===== src/rtl/rf_wb_scheduler_if.sv =====
// rtl/rf_wb_scheduler_if.sv - writeback request, register file write and scoreboard signals
interface rf_wb_scheduler_if #(
  parameter int NUM_REQ = 3,
  parameter int XLEN    = 32,
  parameter int RA_W    = 5
);
  logic [NUM_REQ-1:0]      req_valid;
  logic [NUM_REQ*RA_W-1:0] req_rd;
  logic [NUM_REQ*XLEN-1:0] req_data;
  logic [NUM_REQ-1:0]      req_ready;
  logic                    rf_we;
  logic [RA_W-1:0]         rf_a3;
  logic [XLEN-1:0]         rf_wd3;
  logic                    issue_valid;
  logic [RA_W-1:0]         issue_rd;
  logic                    issue_ready;
  logic [RA_W-1:0]         rs1;
  logic [RA_W-1:0]         rs2;
  logic                    rs1_busy;
  logic                    rs2_busy;
  logic [31:0]             pending;

  modport master (
    output req_valid, req_rd, req_data, issue_valid, issue_rd, rs1, rs2,
    input  req_ready, rf_we, rf_a3, rf_wd3, issue_ready, rs1_busy, rs2_busy, pending
  );

  modport slave (
    input  req_valid, req_rd, req_data, issue_valid, issue_rd, rs1, rs2,
    output req_ready, rf_we, rf_a3, rf_wd3, issue_ready, rs1_busy, rs2_busy, pending
  );
endinterface


===== src/rtl/rf_wb_scheduler.sv =====
// rtl/rf_wb_scheduler.sv - register file write port arbiter with pending-destination scoreboard
// Port 0 has absolute priority; ports 1..NUM_REQ-1 share the idle cycles round-robin.
module rf_wb_scheduler #(
  parameter int NUM_REQ = 3,
  parameter int XLEN    = 32,
  parameter int RA_W    = 5
) (
  input logic              clk,
  input logic              reset,
  rf_wb_scheduler_if.slave bus
);
  localparam int PW = (NUM_REQ > 2) ? $clog2(NUM_REQ) : 1;

  logic [PW-1:0]      ptr;
  logic [NUM_REQ-1:0] gnt;
  logic [PW-1:0]      gnt_idx;
  logic               ll_hs;
  logic               any_hs;
  logic [RA_W-1:0]    sel_rd;
  logic [XLEN-1:0]    sel_data;
  logic               rf_we_q;
  logic [RA_W-1:0]    rf_a3_q;
  logic [XLEN-1:0]    rf_wd3_q;
  logic [31:0]        pend;
  logic [31:0]        pend_next;
  logic               issue_fire;

  // Search order starts at ptr and wraps within 1..NUM_REQ-1, never touching port 0.
  always_comb begin
    int idx;
    idx     = 0;
    gnt     = '0;
    gnt_idx = '0;
    ll_hs   = 1'b0;
    if (bus.req_valid[0]) begin
      gnt[0] = 1'b1;
    end else begin
      for (int off = 0; off < NUM_REQ - 1; off++) begin
        idx = ((int'(ptr) - 1 + off) % (NUM_REQ - 1)) + 1;
        if (!ll_hs && bus.req_valid[idx]) begin
          ll_hs    = 1'b1;
          gnt[idx] = 1'b1;
          gnt_idx  = PW'(idx);
        end
      end
    end
  end

  assign any_hs   = |(gnt & bus.req_valid);
  assign sel_rd   = bus.req_rd[gnt_idx*RA_W +: RA_W];
  assign sel_data = bus.req_data[gnt_idx*XLEN +: XLEN];

  assign bus.issue_ready = (bus.issue_rd == '0) || !pend[bus.issue_rd];
  assign issue_fire      = bus.issue_valid && bus.issue_ready && (bus.issue_rd != '0);

  // The clear comes first; a same-bit set cannot coincide because issue_ready is low then.
  always_comb begin
    pend_next = pend;
    if (ll_hs) begin
      pend_next[sel_rd] = 1'b0;
    end
    if (issue_fire) begin
      pend_next[bus.issue_rd] = 1'b1;
    end
    pend_next[0] = 1'b0;
  end

  always_ff @(posedge clk or posedge reset) begin
    if (reset) begin
      rf_we_q  <= 1'b0;
      rf_a3_q  <= '0;
      rf_wd3_q <= '0;
      ptr      <= PW'(1);
      pend     <= '0;
    end else begin
      rf_we_q <= any_hs && (sel_rd != '0);
      if (any_hs) begin
        rf_a3_q  <= sel_rd;
        rf_wd3_q <= sel_data;
      end
      if (ll_hs) begin
        ptr <= (gnt_idx == PW'(NUM_REQ - 1)) ? PW'(1) : gnt_idx + PW'(1);
      end
      pend <= pend_next;
    end
  end

  assign bus.req_ready = gnt;
  assign bus.rf_we     = rf_we_q;
  assign bus.rf_a3     = rf_a3_q;
  assign bus.rf_wd3    = rf_wd3_q;
  assign bus.pending   = pend;
  assign bus.rs1_busy  = pend[bus.rs1];
  assign bus.rs2_busy  = pend[bus.rs2];
endmodule


===== src/flat_wrapper.sv =====
// flat-port wrapper written by rule: the top's interface ports become plain ports
module rf_wb_scheduler_flat 
#(
  parameter int NUM_REQ = 3,
  parameter int XLEN    = 32,
  parameter int RA_W    = 5
)
  (clk, reset, bus_req_valid, bus_req_rd, bus_req_data, bus_issue_valid, bus_issue_rd, bus_rs1, bus_rs2, bus_req_ready, bus_rf_we, bus_rf_a3, bus_rf_wd3, bus_issue_ready, bus_rs1_busy, bus_rs2_busy, bus_pending);
  rf_wb_scheduler_if #(.NUM_REQ(NUM_REQ), .XLEN(XLEN), .RA_W(RA_W)) bus_i ();
  input logic clk;
  input logic reset;
  input wire logic [$bits(bus_i.req_valid)-1:0] bus_req_valid;
  input wire logic [$bits(bus_i.req_rd)-1:0] bus_req_rd;
  input wire logic [$bits(bus_i.req_data)-1:0] bus_req_data;
  input wire logic [$bits(bus_i.issue_valid)-1:0] bus_issue_valid;
  input wire logic [$bits(bus_i.issue_rd)-1:0] bus_issue_rd;
  input wire logic [$bits(bus_i.rs1)-1:0] bus_rs1;
  input wire logic [$bits(bus_i.rs2)-1:0] bus_rs2;
  output wire logic [$bits(bus_i.req_ready)-1:0] bus_req_ready;
  output wire logic [$bits(bus_i.rf_we)-1:0] bus_rf_we;
  output wire logic [$bits(bus_i.rf_a3)-1:0] bus_rf_a3;
  output wire logic [$bits(bus_i.rf_wd3)-1:0] bus_rf_wd3;
  output wire logic [$bits(bus_i.issue_ready)-1:0] bus_issue_ready;
  output wire logic [$bits(bus_i.rs1_busy)-1:0] bus_rs1_busy;
  output wire logic [$bits(bus_i.rs2_busy)-1:0] bus_rs2_busy;
  output wire logic [$bits(bus_i.pending)-1:0] bus_pending;
  assign bus_i.req_valid = bus_req_valid;
  assign bus_i.req_rd = bus_req_rd;
  assign bus_i.req_data = bus_req_data;
  assign bus_i.issue_valid = bus_issue_valid;
  assign bus_i.issue_rd = bus_issue_rd;
  assign bus_i.rs1 = bus_rs1;
  assign bus_i.rs2 = bus_rs2;
  assign bus_req_ready = bus_i.req_ready;
  assign bus_rf_we = bus_i.rf_we;
  assign bus_rf_a3 = bus_i.rf_a3;
  assign bus_rf_wd3 = bus_i.rf_wd3;
  assign bus_issue_ready = bus_i.issue_ready;
  assign bus_rs1_busy = bus_i.rs1_busy;
  assign bus_rs2_busy = bus_i.rs2_busy;
  assign bus_pending = bus_i.pending;
  rf_wb_scheduler #(.NUM_REQ(NUM_REQ), .XLEN(XLEN), .RA_W(RA_W)) u_core (.clk(clk), .reset(reset), .bus(bus_i));
endmodule

===== config.mk =====
export PLATFORM = sky130hd
export DESIGN_NAME = rf_wb_scheduler_flat
export DESIGN_NICKNAME = d
export VERILOG_FILES = /design/src/rtl/rf_wb_scheduler_if.sv /design/src/rtl/rf_wb_scheduler.sv /design/src/flat_wrapper.sv
export SDC_FILE = /design/constraint.sdc
export NUM_CORES = 1
export LEC_CHECK = 0
export BUFFER_PORTS_ARGS = -buffer_cell sky130_fd_sc_hd__buf_2
export CAP_MARGIN = 30
export CORE_MARGIN = 4
export CORE_UTILIZATION = 43
export DETAILED_ROUTE_END_ITERATION = 10
export PLACE_DENSITY = 0.78
export SKIP_CTS_REPAIR_TIMING = 1
export SLEW_MARGIN = 15
export SYNTH_ARGS = -nofsm -noshare
export SYNTH_HDL_FRONTEND = slang
export SYNTH_SLANG_ARGS = --single-unit

===== constraint.sdc =====
create_clock -name clk -period 1.9 [get_ports clk]
set_input_delay 0.095 -clock clk [delete_from_list [all_inputs] [get_ports clk]]
set_output_delay 0.095 -clock clk [all_outputs]
set_load 0.02 [all_outputs]

## After elaboration in Yosys (flattened, before gate mapping)

Cells that the tools add are included.
W data, S select, Z words.

| word-level totals | value |
|---|---|
| register bits after elaboration | 71 |
| output and inout bits | 76 |
| word-level logic and storage cells | 81 |

| cells by class | value |
|---|---|
| add/subtract/negate cells | 5 |
| multiply operators | 1 |
| order comparisons | 10 |
| equal/unequal tests | 1 |
| shift-type cells | 2 |
| multiplexer cells | 35 |
| bitwise logic cells | 7 |
| reductions and logical operators | 15 |

Operators with widths:

| operator | count |
|---|---|
| $shiftx A96 B8 Y32 | 1 |
| $ge A32 B1 Y1 const B | 2 |
| $lt A32 B4 Y1 const B | 2 |
| $mux W32 | 2 |
| $add A32 B2 Y32 const B | 1 |
| $and A32 B32 Y32 | 1 |
| $not A32 Y32 | 1 |
| $or A32 B32 Y32 | 1 |
| $lt A5 B6 Y1 const B | 4 |
| $mux W1 | 16 |
| $bmux W1 S5 | 3 |
| $shiftx A15 B6 Y5 | 1 |
| $demux W1 S5 | 2 |
| $ge A5 B1 Y1 const B | 2 |
| $mux W2 | 5 |
| $reduce_bool A5 Y1 | 2 |
| $mux W3 | 3 |
| $logic_and A1 B1 Y1 | 8 |
| $add A2 B2 Y3 const B | 2 |
| $logic_not A5 Y1 | 1 |
| $mul A2 B3 Y5 const B | 1 |
| $bmux W1 S2 | 2 |
| $demux W1 S2 | 2 |
| $and A3 B3 Y3 | 1 |
| 8 further kinds | 10 |

## Depth between registers and ports, before layout

Gate-level depths: netlist of the first run.

| depth | value |
|---|---|
| word-level depth | 23 |
| mapped depth | 8 |

## Worst setup path before layout of the first run

OpenSTA, ideal clock, no wires.

| timing path | value |
|---|---|
| path type | reg2reg |
| start | register u_core.ptr[0] |
| end | register u_core.pend[23] (netlist: u_core.bus.pending[23]) |
| library setup time | 125 ps |
| arrival time | 1946 ps |
| data required time | 1775 ps |
| setup slack | -171 ps |
| stages on the path, launching flop included | 9 |
| period minus slack after synthesis | 2071 ps |
| cell sequence | dfstp_2 nand3b_1 buf_2 nand3_1 a31o_1 or4b_1 buf_2 o21ai_1 o21ai_1 |

| between the ends | value |
|---|---|
| word-level cells in the longest chain between the ends | 23 |
| elaborated cells on any way between the ends | 33 |
| classes of those cells | add/sub: 4; mul: 1; order compare: 2; shift: 1; mux: 17; bitwise: 5; reduce/logical: 3 |

Ends and longest elaborated chain:

| item | line | text |
|---|---|---|
| start, declared | rf_wb_scheduler.sv:14 | `logic [PW-1:0] ptr;` |
| start signal, assigned | rf_wb_scheduler.sv:82 | `ptr <= (gnt_idx == PW'(NUM_REQ - 1)) ? PW'(1) : gnt_idx + PW'(1);` |
| $sub A2 B1 Y3 (*) | rf_wb_scheduler.sv:39 | `idx = ((int'(ptr) - 1 + off) % (NUM_REQ - 1)) + 1;` |
| parallel branches: the longest is 19 deep, another holds $add A32 B2 Y32 | -- |  |
| $mux W32 (*) | rf_wb_scheduler.sv:59 | `if (ll_hs) begin` |
| $or A32 B32 Y32 (no line) | -- |  |
| $mux W32 (*) | rf_wb_scheduler.sv:62 | `if (issue_fire) begin` |
| named net u_core.pend_next[23] | rf_wb_scheduler.sv:25 | `logic [31:0] pend_next;` |
| end signal, assigned | rf_wb_scheduler.sv:84 | `pend <= pend_next;` |
| end, declared | rf_wb_scheduler.sv:24 | `logic [31:0] pend;` |

Mark *: on every way through the listed nets, which the timed path passes. The select of a mux whose other input is x is not followed.
A chain may end at the register's enable or synchronous reset.

## Final worst setup path of the first run

| timing path | value |
|---|---|
| start | register u_core.pend[7] (netlist: u_core.bus.pending[7]) |
| end | output bus_rs1_busy |

| between the ends | value |
|---|---|
| word-level cells in the longest chain between the ends | 2 |

Ends and longest elaborated chain:

| item | line | text |
|---|---|---|
| $bmux W1 S5 | rf_wb_scheduler.sv:93 | `assign bus.rs1_busy = pend[bus.rs1];` |
| $mux W1 (not written as such) | rf_wb_scheduler.sv:93 |  |
| end, declared | flat_wrapper.sv:24 | `output wire logic [$bits(bus_i.rs1_busy)-1:0] bus_rs1_busy;` |

No other way between the ends. The select of a mux whose other input is x is not followed.

==> run_results.csv, run 1 <==
group,metric,value,unit
detailed_routing,dr_total_vias,5219,
synth,syn-cell-area,4433,sq um
power_and_ir_drop,ir_worst_vdd,490.6,uV
synth,number_of_library_cell_types_mapped_by_synthesis,46,
setup_path,critical_path.max_stage_delay,510,ps
power_and_ir_drop,cellLeakagePower,3.138,nW
place,dpl.hpwl,11960,um
grt,grt_max_degree,66,
sta,final.setup.worst_slack,-377.1,ps
setup_path,cp_data_arrival_time,2180,ps
sta,setup-tns-final,-9200,ps
synth,synthDominantCellAreaShare,39.51,%
floorplanning,initial_core_util,44.73,%
sta,slew_headroom,62.99,%
sta,final-hold-violation-count,0,
clock_tree,worstSkewPairLatency,350,ps
sta,max_slew.worst_pin.slew,552.6,ps
detailed_routing,detail_route.wl_per_cell,19.53,um
sta,post_layout_min_period,2277,ps
place,gp_congestion,0.8927,
synth,ff_latch_count_synth,71,
synth,synthesis.instances,498,
status,result_of_the_run,"finished, violations left",
setup_path,worstPathMaxFanout,5,
synth,postSynthNetCount,630,
synth,yosysSeqAreaShare,40.11,%
floorplanning,floorplan.core_area,9910,sq um
sta,min_period_over_period,119.8,%
grt,antenna_found_initial,1,
floorplanning,rows,36,
grt,grt_overflow_total,0,
setup_path,crit_path_end_kind,"primary output",
floorplanning,design.portCount,208,
synth,async_flop_share,100.0,%
cells_and_area,final_cell_mix,"buf_2, dfrtp_1, nand2_1",
synth,syn_warnings,0,
power_and_ir_drop,totalPowerFinal,0.007059,W
cells_and_area,area_delta_synth_final,59.24,%
detailed_routing,routed_wl,17370,um
synth,ys_dominant_reg_cell,"dfrtp_1",
sta,maxClockFrequency,439.1,MHz
synth,yosysTopAreaCell,"dfrtp_1",
detailed_routing,drt_drc_violations_left,0,
grt,grt_pass1_wl,22650,um
setup_path,crit_top_cell,"mux4_2",
synth,synth.area.top_cells,"dfrtp_1, mux4_2, o21ai_0",
cells_and_area,antenna_cells,0,
place,total_instance_count_after_detailed_placement,848,
setup_path,worst-endpoint-required,1800,ps
cells_and_area,design.final.nets,884,
clock_tree,clock_tree.buffer_depth,2,
clock_tree,clk_pin_slew,80,ps
clock_tree,numCtsBuffers,9,
clock_tree,tritoncts,"done",
detailed_routing,detail_route.first_pass.iterations,5,
setup_path,timing.critical_path.slowest_stage_cell,"mux4_2",
setup_path,setup.worst_path.start_class,"register",
synth,synth_enable_flop_cells,0,
detailed_routing,detailedRoute.firstIterationViolations,303,
run,cap_violations,0,
status,failing_checks,"negative setup slack",
sta,clock_skew,7.725,ps
setup_path,crit_path_cell_trace,"mux4_2 > mux4_2 > mux2_4 > buf_6",
detailed_routing,drt-vias-per-instance,5.871,
grt,via_count_of_the_first_global_routing_pass,4742,
synth,avgSynthCellArea,8.902,sq um
clock_tree,clock-root-buffer,"clkbuf_8",
cells_and_area,layout-drive-gt1-share,59.39,%
sta,grt_setup_unrepaired,"yes",
floorplanning,die_w,109.5,um
floorplanning,floorplan.die_area,12000,sq um
clock_tree,cts_max_level,3,
cells_and_area,layout.filler_cells,735,
clock_tree,clock_sink_count,71,
detailed_routing,postRouteAntennaNets,0,
cells_and_area,most_common_cell_after_layout_fill_and_taps_aside,"buf_2",
sta,final_max_slew_violation_count,0,
setup_path,criticalPathCategory,"reg2out",
min_path,holdCritPathClass,"in2reg",
sta,timing.final.setup_violations,50,
floorplanning,die_height,109.5,um
power_and_ir_drop,power.density,1000,nW/um^2
cells_and_area,finish.cell_count_without_fillers,889,
grt,total_global_route_track_usage,24.09,%
place,io_buffer_count,206,
-- logic make-up (layout without fill, tap and decap cells) --
kind of cell	count (synthesis)	in the layout	share of synthesized area (%)
compound gates	191	191	24.33
simple gates	159	159	17.05
flops	71	71	40.11
buf+inv	45	303	4.233
mux	31	31	14.20
other cells	1	1	0.08459
-- Yosys cell counts, drive strengths merged, types with 2 or more instances --
master / instances
buf: 15
o211ai: 3
dfrtp: 70
nand3: 46
inv: 5
mux4: 25
nand3b: 3
clkbuf: 25
o2bb2ai: 3
or4b: 2
mux2: 5
nor2: 10
nand2: 82
and3b: 3
o41ai: 7
o21ai: 99
a32oi: 6
a21oi: 65
or2: 2
a2bb2oi: 4
nor2b: 2
nand2b: 3
-- area by class of cell --
| type | instances | area, sq um | area share, % |
|---|---|---|---|
| Inverter | 5 | 25.02 | 0.3545 |
| Tap cell | 133 | 166.4 | 2.357 |
| Clock buffer | 10 | 137.6 | 1.950 |
| Clock inverter | 5 | 106.4 | 1.507 |
| Sequential cell | 71 | 1785 | 25.29 |
| Multi-Input combinational cell | 382 | 3002 | 42.52 |
| Timing Repair Buffer | 283 | 1837 | 26.02 |
-- power by group --
| part | internal, W | switching, W |
|---|---|---|
| sequential | 0.00190 | 0.000458 |
| clock | 0.000903 | 0.000572 |
| combinational | 0.00153 | 0.00170 |
-- state kept, by name, summed over array words and instances, names as in the netlist --
register and cells:
u_core.bus.rf_wd3 32, u_core.bus.rf_we 1, u_core.bus.pending 31, u_core.ptr 2, u_core.bus.rf_a3 5
-- per-stage QoR --
stage | worst slack [ps] | hold WS, ps | area [sq um] | utilization (%)
finish | -377.1 | 10.55 | 7059 | 71.24
global route | -430.8 | 4.839 | 7059 | 71.24
CTS | -399.2 | -251.7 | 6137 | 61.93
detailed placement | -331.6 | 123.6 | 5893 | 59.47
global placement | -244.3 | 116.6 | 5893 | 59.47
floorplan | -98.40 | 247.5 | 4474 | -
-- worst max-delay path: cells and delay by family (launching register included) --
kind | cells | cell delay [ps]
multiplexers | 3 | 1250
flip-flops | 1 | 450
buffers and inverters | 1 | 130
-- final timing paths --
path,endpoint,slack (ps),startpoint,depth (start not counted)
max in group asynchronous,u_core.ptr[0]$_DFFE_PP1P_,880,reset,4
min in group asynchronous,u_core.bus.pending[16]$_DFF_PP0_,300,reset,3
worst max-delay path,bus_rs1_busy,-380,u_core.bus.pending[7]$_DFF_PP0_,4
worst max register to register,u_core.bus.pending[17]$_DFF_PP0_,-350,u_core.ptr[0]$_DFFE_PP1P_,9
worst min register to register,u_core.bus.rf_wd3[6]$_DFFE_PP0P_,490,u_core.bus.rf_wd3[6]$_DFFE_PP0P_,2
worst min-delay path,u_core.bus.rf_wd3[9]$_DFFE_PP0P_,10,bus_req_data[73],3
-- routing by layer --
layer | track usage, % | up-vias | share of wire [%]
li1 | - | 2358 | -
met1 | 27.39 | 2459 | 35
met2 | 43.20 | 337 | 51
met3 | 5.813 | 63 | 8.9
met4 | 9.884 | 2 | 4.2
met5 | 0 | - | 0.12
Power figures use the tool's default switching activity.
==> inputs of run 2 (changes only) <==
==> constraint.sdc (replaced) <==
create_clock -name clk -period 1.9 [get_ports clk]
set_input_delay 0.095 -clock clk [delete_from_list [all_inputs] [get_ports clk]]
set_output_delay 0.095 -clock clk [all_outputs]
set_load 0.01 [all_outputs]
==> run 2 against run 1 <==
  * Sequential cell count is the same
  * Critical endpoint is now u_core.bus.pending[8]$_DFF_PP0_
  * Critical path type is now reg2reg
  * The run still ends with negative setup slack left
  * Hold slack lost 5.1 ps
  * Sequential share of layout area down 0.81 points
==> run_results.csv, run 2 (synthesis gave the netlist of run 1 again) <==
group,metric,value,unit
setup_path,worstPathMaxFanout,7,
floorplanning,floorplan.core_area,9910,sq um
cells_and_area,sequential_cell_area,1785,sq um
setup_path,worst-endpoint-required,2120,ps
sta,min_period_over_period,120.7,%
sta,max_slew.worst_pin.slew,546.1,ps
sta,final-hold-violation-count,0,
setup_path,rr_worst_depth,7,
detailed_routing,postRouteAntennaNets,0,
detailed_routing,drt-vias-per-instance,6.070,
floorplanning,rows,36,
grt,antenna_found_initial,2,
sta,slew_headroom,63.43,%
power_and_ir_drop,ir_worst_vdd,404.1,uV
sta,clock_skew,8.728,ps
setup_path,critical_path.endpoint,"u_core.bus.pending[8]$_DFF_PP0_",
clock_tree,cts_max_level,3,
detailed_routing,drt_drc_violations_left,0,
status,result_of_the_run,"finished, violations left",
setup_path,crit_path_end_kind,"register",
cells_and_area,area_delta_synth_final,64.52,%
setup_path,worstReg2RegEnd,"u_core.bus.pending[8]$_DFF_PP0_",
sta,final.setup.worst_slack,-393.9,ps
place,gp_congestion,0.9396,
place,place_ws,-303.0,ps
detailed_routing,detail_route.first_pass.iterations,5,
cells_and_area,final_cell_mix,"buf_2, nand2_1, dfrtp_1",
clock_tree,clock-root-buffer,"clkbuf_8",
cells_and_area,final_design_area_no_fill,7293,sq um
grt,grt_pass1_wl,23530,um
clock_tree,clock_tree.buffer_depth,2,
cells_and_area,multi_input_area,3301,sq um
clock_tree,numCtsBuffers,9,
detailed_routing,routed_wl,19300,um
clock_tree,worstSkewPairLatency,360,ps
setup_path,critical_path.reg2reg.startpoint,"u_core.ptr[0]$_DFFE_PP1P_",
cells_and_area,antenna_cells,0,
sta,final_max_slew_violation_count,0,
clock_tree,tritoncts,"done",
cells_and_area,layout.filler_cells,688,
setup_path,setup.worst_path.start_class,"register",
sta,grt_setup_unrepaired,"yes",
sta,post_layout_min_period,2294,ps
detailed_routing,detail_route.wl_per_cell,21.83,um
detailed_routing,detailedRoute.firstIterationViolations,440,
min_path,hold-path-cell-count,3,
grt,via_count_of_the_first_global_routing_pass,4756,
grt,grt_max_degree,72,
setup_path,criticalPathCategory,"reg2reg",
setup_path,setup.worst_path.start,"u_core.ptr[0]$_DFFE_PP1P_",
floorplanning,design.portCount,208,
place,io_buffer_count,206,
place,dpl.hpwl,12160,um
min_path,holdCritPathClass,"in2reg",
power_and_ir_drop,power.density,908.0,nW/um^2
floorplanning,die_height,109.5,um
run,cap_violations,0,
place,placed_instance_area,5838,sq um
clock_tree,clock_sink_count,71,
floorplanning,initial_core_util,44.73,%
detailed_routing,dr_total_vias,5366,
setup_path,cp_data_arrival_time,2510,ps
grt,total_global_route_track_usage,25.20,%
clock_tree,clk_pin_slew,70,ps
sta,maxClockFrequency,435.9,MHz
setup_path,r2r_setup_slk,-390,ps
grt,grt_overflow_total,0,
floorplanning,floorplan.die_area,12000,sq um
sta,worst_hold_slack,5.452,ps
cells_and_area,layout-drive-gt1-share,60.99,%
floorplanning,die_w,109.5,um
cells_and_area,design.final.nets,878,
status,failing_checks,"negative setup slack",
power_and_ir_drop,cellLeakagePower,3.155,nW
cells_and_area,largest_register_ff_count,32,
cells_and_area,most_common_cell_after_layout_fill_and_taps_aside,"buf_2",
sta,timing.final.setup_violations,67,
==> run 2: cell types whose count changed in the layout (fill, tap and decap cells not counted), sizes merged <==
cell / previous run / this run
clkinv: 1 / 2
clkbuf: 14 / 20
buf: 278 / 268
dlygate4sd3: 1 / 2
bufinv: 3 / 0
==> run 2: area by class of cell <==
cell class / instances / share of cell area, %
Clock buffer: 13 / 2.179
Clock inverter: 3 / 0.2402
Inverter: 5 / 0.3088
Multi-Input combinational cell: 382 / 45.26
Sequential cell: 71 / 24.48
Tap cell: 133 / 2.282
Timing Repair Buffer: 277 / 25.25
==> run 2: routing by layer <==
metal	up-vias	global-route usage, %	wire length [um]
li1	2347	-	-
met1	2566	30.34	6608
met2	356	42.98	9759
met3	93	6.753	1873
met4	4	9.884	1033
met5	-	0	20
==> run 2: worst min-delay path by stage <==
stage | start | endpoint
floorplan | bus_req_valid[0] | u_core.ptr[1]$_DFFE_PP0P_
CTS | reset | u_core.bus.pending[22]$_DFF_PP0_
detailed placement | reset | u_core.bus.pending[22]$_DFF_PP0_
global route | bus_req_data[73] | u_core.bus.rf_wd3[9]$_DFFE_PP0P_
global placement | reset | u_core.bus.rf_wd3[4]$_DFFE_PP0P_
finish | bus_req_data[73] | u_core.bus.rf_wd3[9]$_DFFE_PP0P_
==> run 2: worst max-delay path: stages, from the launching register on <==
cell and delay, ps:
dfstp_2 630, and3b_2 270, buf_4 160, o21ai_4 200
o2bb2ai_4 210, nand3_1 220, o21ai_0 340, o41ai_2 140
==> run 2: through the flow <==
stage / power (W) / util [%] / cells / TNS, ps
2_1_floorplan: 0.003541 / - / 498 / -1079
3_3_place_gp: 0.004651 / 58.91 / 839 / -3995
3_5_place_dp: 0.004763 / 58.91 / 839 / -7086
4_1_cts: 0.005852 / 60.69 / 855 / -8673
5_1_grt: 0.006929 / 73.60 / 884 / -15590
6_report: 0.006622 / 73.60 / 884 / -11790
==> run 2: power by group <==
part / internal, W / total [W] / switching, W
clock network: 0.000542 / 0.00111 / 0.000569
logic: 0.00163 / 0.00316 / 0.00153
registers: 0.00190 / 0.00235 / 0.000449
